`src/rtl/mc_ctrl.sv`:
```
// mc_ctrl: multi-cycle control unit. It latches the fetched instruction into IR, decodes it,
// and steps it through FETCH/DECODE/EXEC/MEM/WB while driving the datapath selects and strobes.
// state  | meaning
// FETCH  | latch instr into IR, no strobes
// DECODE | selects valid from here on; illegal opcode flagged on exit
// EXEC   | ALU step; beq/j/jal/jr/illegal retire here
// MEM    | data memory access; sw retires here
// WB     | register write-back and retire
module mc_ctrl #(
    parameter int CNT_W = 32
) (
    input  logic             clk,
    input  logic             reset,
    input  logic [31:0]      instr,
    output logic [4:0]       rs,
    output logic [4:0]       rt,
    output logic [4:0]       rd,
    output logic [4:0]       shamt,
    output logic [15:0]      imm,
    output logic [25:0]      j_address,
    output logic [2:0]       next_pc_op,
    output logic             pc_write,
    output logic             reg_write,
    output logic             a1_op,
    output logic [1:0]       reg_addr_op,
    output logic [2:0]       reg_data_op,
    output logic [3:0]       alu_op,
    output logic [2:0]       alu_b_op,
    output logic             mem_write,
    output logic [2:0]       state,
    output logic [CNT_W-1:0] retired,
    output logic             illegal
);

    typedef enum logic [2:0] {
        S_FETCH  = 3'd0,
        S_DECODE = 3'd1,
        S_EXEC   = 3'd2,
        S_MEM    = 3'd3,
        S_WB     = 3'd4
    } state_t;

    typedef enum logic [3:0] {
        K_ADD, K_SUB, K_SLT, K_SLL, K_JR, K_ORI, K_LUI,
        K_LW, K_LH, K_SW, K_BEQ, K_J, K_JAL, K_ILL
    } kind_t;

    localparam logic [CNT_W-1:0] CNT_ONE = 1;

    state_t           state_q, state_d;
    logic [31:0]      ir_q, ir_d;
    logic [CNT_W-1:0] retired_q, retired_d;
    logic             illegal_q, illegal_d;
    kind_t            kind;
    logic             pc_write_c, reg_write_c, mem_write_c;

    always_ff @(posedge clk) begin
        if (reset) begin
            state_q   <= S_FETCH;
            ir_q      <= '0;
            retired_q <= '0;
            illegal_q <= 1'b0;
        end else begin
            state_q   <= state_d;
            ir_q      <= ir_d;
            retired_q <= retired_d;
            illegal_q <= illegal_d;
        end
    end

    always_comb begin
        kind = K_ILL;
        case (ir_q[31:26])
            6'b000000: begin
                case (ir_q[5:0])
                    6'b100000, 6'b100001: kind = K_ADD;
                    6'b100010, 6'b100011: kind = K_SUB;
                    6'b101010:            kind = K_SLT;
                    6'b000000:            kind = K_SLL;
                    6'b001000:            kind = K_JR;
                    default:              kind = K_ILL;
                endcase
            end
            6'b001101: kind = K_ORI;
            6'b001111: kind = K_LUI;
            6'b100011: kind = K_LW;
            6'b100001: kind = K_LH;
            6'b101011: kind = K_SW;
            6'b000100: kind = K_BEQ;
            6'b000010: kind = K_J;
            6'b000011: kind = K_JAL;
            default:   kind = K_ILL;
        endcase
    end

    // Selects depend only on IR once decoded, so they stay put until the instruction retires.
    always_comb begin
        a1_op       = 1'b0;
        reg_addr_op = 2'd0;
        reg_data_op = 3'd0;
        alu_op      = 4'd0;
        alu_b_op    = 3'd0;
        next_pc_op  = 3'd0;
        if (state_q != S_FETCH) begin
            case (kind)
                K_SUB: alu_op = 4'd1;
                K_SLT: reg_data_op = 3'd5;
                K_SLL: begin
                    a1_op    = 1'b1;
                    alu_op   = 4'd3;
                    alu_b_op = 3'd3;
                end
                K_ORI: begin
                    alu_op      = 4'd2;
                    alu_b_op    = 3'd2;
                    reg_addr_op = 2'd1;
                end
                K_LUI: begin
                    reg_addr_op = 2'd1;
                    reg_data_op = 3'd2;
                end
                K_LW: begin
                    alu_b_op    = 3'd1;
                    reg_addr_op = 2'd1;
                    reg_data_op = 3'd1;
                end
                K_LH: begin
                    alu_b_op    = 3'd1;
                    reg_addr_op = 2'd1;
                    reg_data_op = 3'd4;
                end
                K_SW:  alu_b_op = 3'd1;
                K_BEQ: begin
                    alu_op     = 4'd1;
                    next_pc_op = 3'd1;
                end
                K_J:   next_pc_op = 3'd2;
                K_JAL: begin
                    next_pc_op  = 3'd2;
                    reg_addr_op = 2'd2;
                    reg_data_op = 3'd3;
                end
                K_JR:  next_pc_op = 3'd3;
                default: ;
            endcase
        end
    end

    always_comb begin
        state_d     = state_q;
        ir_d        = ir_q;
        retired_d   = retired_q;
        illegal_d   = illegal_q;
        pc_write_c  = 1'b0;
        reg_write_c = 1'b0;
        mem_write_c = 1'b0;
        case (state_q)
            S_FETCH: begin
                ir_d    = instr;
                state_d = S_DECODE;
            end
            S_DECODE: begin
                state_d = S_EXEC;
                if (kind == K_ILL) illegal_d = 1'b1;
            end
            S_EXEC: begin
                case (kind)
                    K_LW, K_LH, K_SW: state_d = S_MEM;
                    K_BEQ, K_J, K_JR, K_ILL: begin
                        pc_write_c = 1'b1;
                        state_d    = S_FETCH;
                    end
                    K_JAL: begin
                        pc_write_c  = 1'b1;
                        reg_write_c = 1'b1;
                        state_d     = S_FETCH;
                    end
                    default: state_d = S_WB;
                endcase
            end
            S_MEM: begin
                if (kind == K_SW) begin
                    mem_write_c = 1'b1;
                    pc_write_c  = 1'b1;
                    state_d     = S_FETCH;
                end else begin
                    state_d = S_WB;
                end
            end
            S_WB: begin
                reg_write_c = 1'b1;
                pc_write_c  = 1'b1;
                state_d     = S_FETCH;
            end
            default: state_d = S_FETCH;
        endcase
        if (pc_write_c) retired_d = retired_q + CNT_ONE;
    end

    // Reset kills strobes combinationally so an abandoned instruction never writes anything.
    assign pc_write  = pc_write_c  & ~reset;
    assign reg_write = reg_write_c & ~reset;
    assign mem_write = mem_write_c & ~reset;

    assign rs        = ir_q[25:21];
    assign rt        = ir_q[20:16];
    assign rd        = ir_q[15:11];
    assign shamt     = ir_q[10:6];
    assign imm       = ir_q[15:0];
    assign j_address = ir_q[25:0];
    assign state     = state_q;
    assign retired   = retired_q;
    assign illegal   = illegal_q;

endmodule

```
`config.mk`:
```
export PLATFORM = sky130hd
export DESIGN_NAME = mc_ctrl
export DESIGN_NICKNAME = d
export VERILOG_FILES = /design/src/rtl/mc_ctrl.sv
export SDC_FILE = /design/constraint.sdc
export NUM_CORES = 1
export LEC_CHECK = 0
export ABC_AREA = 1
export ABC_CLOCK_PERIOD_IN_PS = 2800
export BUFFER_PORTS_ARGS = -buffer_cell sky130_fd_sc_hd__buf_2
export CAP_MARGIN = 25
export CORE_ASPECT_RATIO = 1.2
export CORE_MARGIN = 2
export CORE_UTILIZATION = 51
export CTS_BUF_LIST = sky130_fd_sc_hd__clkbuf_16
export DETAILED_ROUTE_END_ITERATION = 6
export MAX_ROUTING_LAYER = met4
export PLACE_DENSITY = 0.83
export RECOVER_POWER = 50
export SYNTH_ARGS = -nofsm -noshare
export SYNTH_HDL_FRONTEND = slang
export SYNTH_SLANG_ARGS = --single-unit
```
`constraint.sdc`:
```
create_clock -name clk -period 2.8 [get_ports clk]
set_input_delay 0.84 -clock clk [delete_from_list [all_inputs] [get_ports clk]]
set_output_delay 0.84 -clock clk [all_outputs]
set_load 0.01 [all_outputs]
```
==> results.toml <==
[status]
status = "finished, violations left"
violations = "setup timing"

[clock_tree]
cts.htree.levels = 3
postCtsHoldBufs = 0
cts_sinks = 68
root_buffer = "clkbuf_16"
numCtsBuffers = 9
cts_tree = "done"
cts.clk_slew.worst_paths_ps = 60
clk_latency_ps = 340
clk_path_buf_depth = 2

[job]
drv_cap = 0

[logic_synthesis]
avgSynthCellArea_um2 = 7.19
ys_async_sr_fraction_pct = 0
syn_inst = 625
yosysMostFrequentCell = "nor2_1"
yosysTopAreaCell = "dfxtp_1"
ys_ff_latch = 68
synthesis.area_um2 = 4490
ys_seq_area_share_pct = 30.3
ys_top_cells_by_area = "dfxtp_1 (30%), buf_4 (12%), nor2_1 (8.2%)"
synth_edf_count = 0
synth_common_cells = "nor2_1 (98), nand2_1 (71), buf_4 (69)"
synth_ff_type = "dfxtp_1"
yosys.area.top_type_share_pct = 30.3
yosysWarnings = 0
synth_cell_types = 30

[pwr]
p_switching_uw = 1250
swShare_pct = 34.8
p_seq_share_pct = 32.4
ir_drop_mv = 0.383
p_comb_share_pct = 31.2
p_per_area_nw_per_um2 = 647
p_int_uw = 2330
clock_power_share_pct = 36.4
p_leak_uw = 0.00234

[setup_path]
end_kind = "output pin"
r2r_start = "ir_q[28]"
critPathMaxFanout = 4
required_ps = 1960
reg2reg_depth = 16
reg2reg_to = "retired[9]"
worstPathArrival_ps = 2320
setup.worst_path.start_class = "flop"
worstSetupPathType = "reg -> out"
reg2reg_slack_ps = 0

[die]
start_util_pct = 52.4
core_um2 = 8560
pin_count = 151
rows = 37
die_w_um = 89.7
fp.dieH_um = 107
dieArea_um2 = 9580

[timing]
fin_skew_ps = 5.29
rsz0062_at_grt = "true"
relSlewSlack_pct = 18.7
tightestPinTransition_ps = 1220
fmax_mhz = 317
hold_viol_final = 0
min_period_ps = 3160
setup_viol = 11
finalCritPeriodShare_pct = 113
whs_ps = 504
timing.final.max_slew_violations = 0
worst_slack_ps = -359

[hold_path]
hold_path_end = "ir_q[22]"
whs_path_depth = 2
hold_class = "reg -> reg"
min_from = "ir_q[22]"

[detailed_routing]
vias_per_cell = 5.36
first_pass_iters = 5
vias = 4542
wl_per_cell_um = 15.8
wirelength_mm = 13.4
drtIter0Drc = 266
drcViolationCount = 0
drtAntennaViolNets = 0

[grt]
overflow = 0
grt_max_degree = 43
grt_pass1_wl_mm = 19.1
grtUsageTotal_pct = 25.9
antenna_found_initial = 0
grt_pass1_vias = 4156

[final_layout]
drive_gt1_share_pct = 38.4
antenna_cells = 0
syn2layout_area_growth_pct = 23.1
fin_nets = 761
final_util_pct = 64.6

[place]
gp_congestion = 0.953
numPortBuffers = 146
detailed_place_hpwl_mm = 8.54
power groups by stage:
stage	Sequential [uW]	Combinational, uW	Clock [uW]
detailed placement	1160	840	0
global route	1170	1210	1350
finish	1160	1110	1300
global placement	1150	825	0
floorplan	1150	782	0
CTS	1150	932	1310
stage by stage:
| stage | TNS, ps | area, um^2 | power [uW] | setup WS (ps) | instances |
|---|---|---|---|---|---|
| after floorplan | 0 | 4500 | 1930 | 203 | 628 |
| after global placement | 0 | 4790 | 1970 | 149 | 809 |
| after detailed placement | 0 | 4790 | 2000 | 91.3 | 809 |
| after CTS | -862 | 5310 | 3390 | -115 | 834 |
| after global routing | -8090 | 5530 | 3740 | -466 | 848 |
| final | -3200 | 5530 | 3570 | -359 | 848 |
critical path: stages (launching register included):
cell	delay [ps]
dfxtp_2	370
inv_1	80
nor2_1	170
nand3_2	210
nand3_2	170
nor2_2	70
nand2_4	100
buf_4	110
buf_4	100
nand3_2	80
a21oi_2	180
nand2_2	90
nand2_4	70
a21oi_4	60
buf_6	120
logic make-up after synthesis:
family                     synth area share (%)
DFF                                        30.3
adders and majority gates                 0.279
xor gates and xnor gates                   5.85
and+or+nand+nor                            32.8
buffers and inverters                      17.8
AOI/OAI and AO/OA                          12.9
other                                    0.0835
how the worst max path moves through the flow:
stage	to	start	depth (start not counted)
after global routing	reg_data_op[0]	ir_q[28]	11
after CTS	pc_write	ir_q[29]	12
final	pc_write	ir_q[28]	14
after detailed placement	reg_data_op[2]	ir_q[5]	11
after floorplan	pc_write	ir_q[5]	13
after global placement	alu_b_op[1]	ir_q[30]	10
layout by cell type, fill, tap and decap left out, types with 4 or more instances in the layout:
master     count
buf_2         98
nor2_1        86
nand2_1       64
dfxtp_1       57
clkbuf_1      47
nand3_1       40
nand2_2       37
o21ai_0       34
a21oi_2       34
inv_1         32
buf_4         24
xor2_1        21
nor3_1        17
a21oi_1       16
nor2_2        10
nor2_4         9
nand3_2        9
nand4_1        9
xnor2_1        9
clkbuf_16      9
dfxtp_2        9
nor4_1         8
inv_2          7
nand3_4        7
buf_6          6
nand2_4        5
conb_1         4
final cells by class:
type / instances / area [um^2]
fill: 737 / 3040
multi-input combinational: 429 / 2580
sequential: 68 / 1380
timing repair buffer: 176 / 920
clock buffer: 9 / 225
inverter: 42 / 164
tap: 117 / 146
clock inverter: 7 / 115
registers in the layout, indices dropped and copies added (netlist names):
name,cells
illegal,1
ir_q,32
retired,32
state,3
timing repair:
item	in CTS	in global routing
endpoints found under the setup margin	10	11
cloned	0	0
buffers inserted	9	14
gates resized for setup	37	41
pin swaps	11	14
metal layers:
layer	share of wire (%)	track usage, %
met2	51	43.5
met4	4.7	15.2
met1	37	27.5
met3	7.3	5.00
met5	0	-
Power figures use the tool's default switching activity.
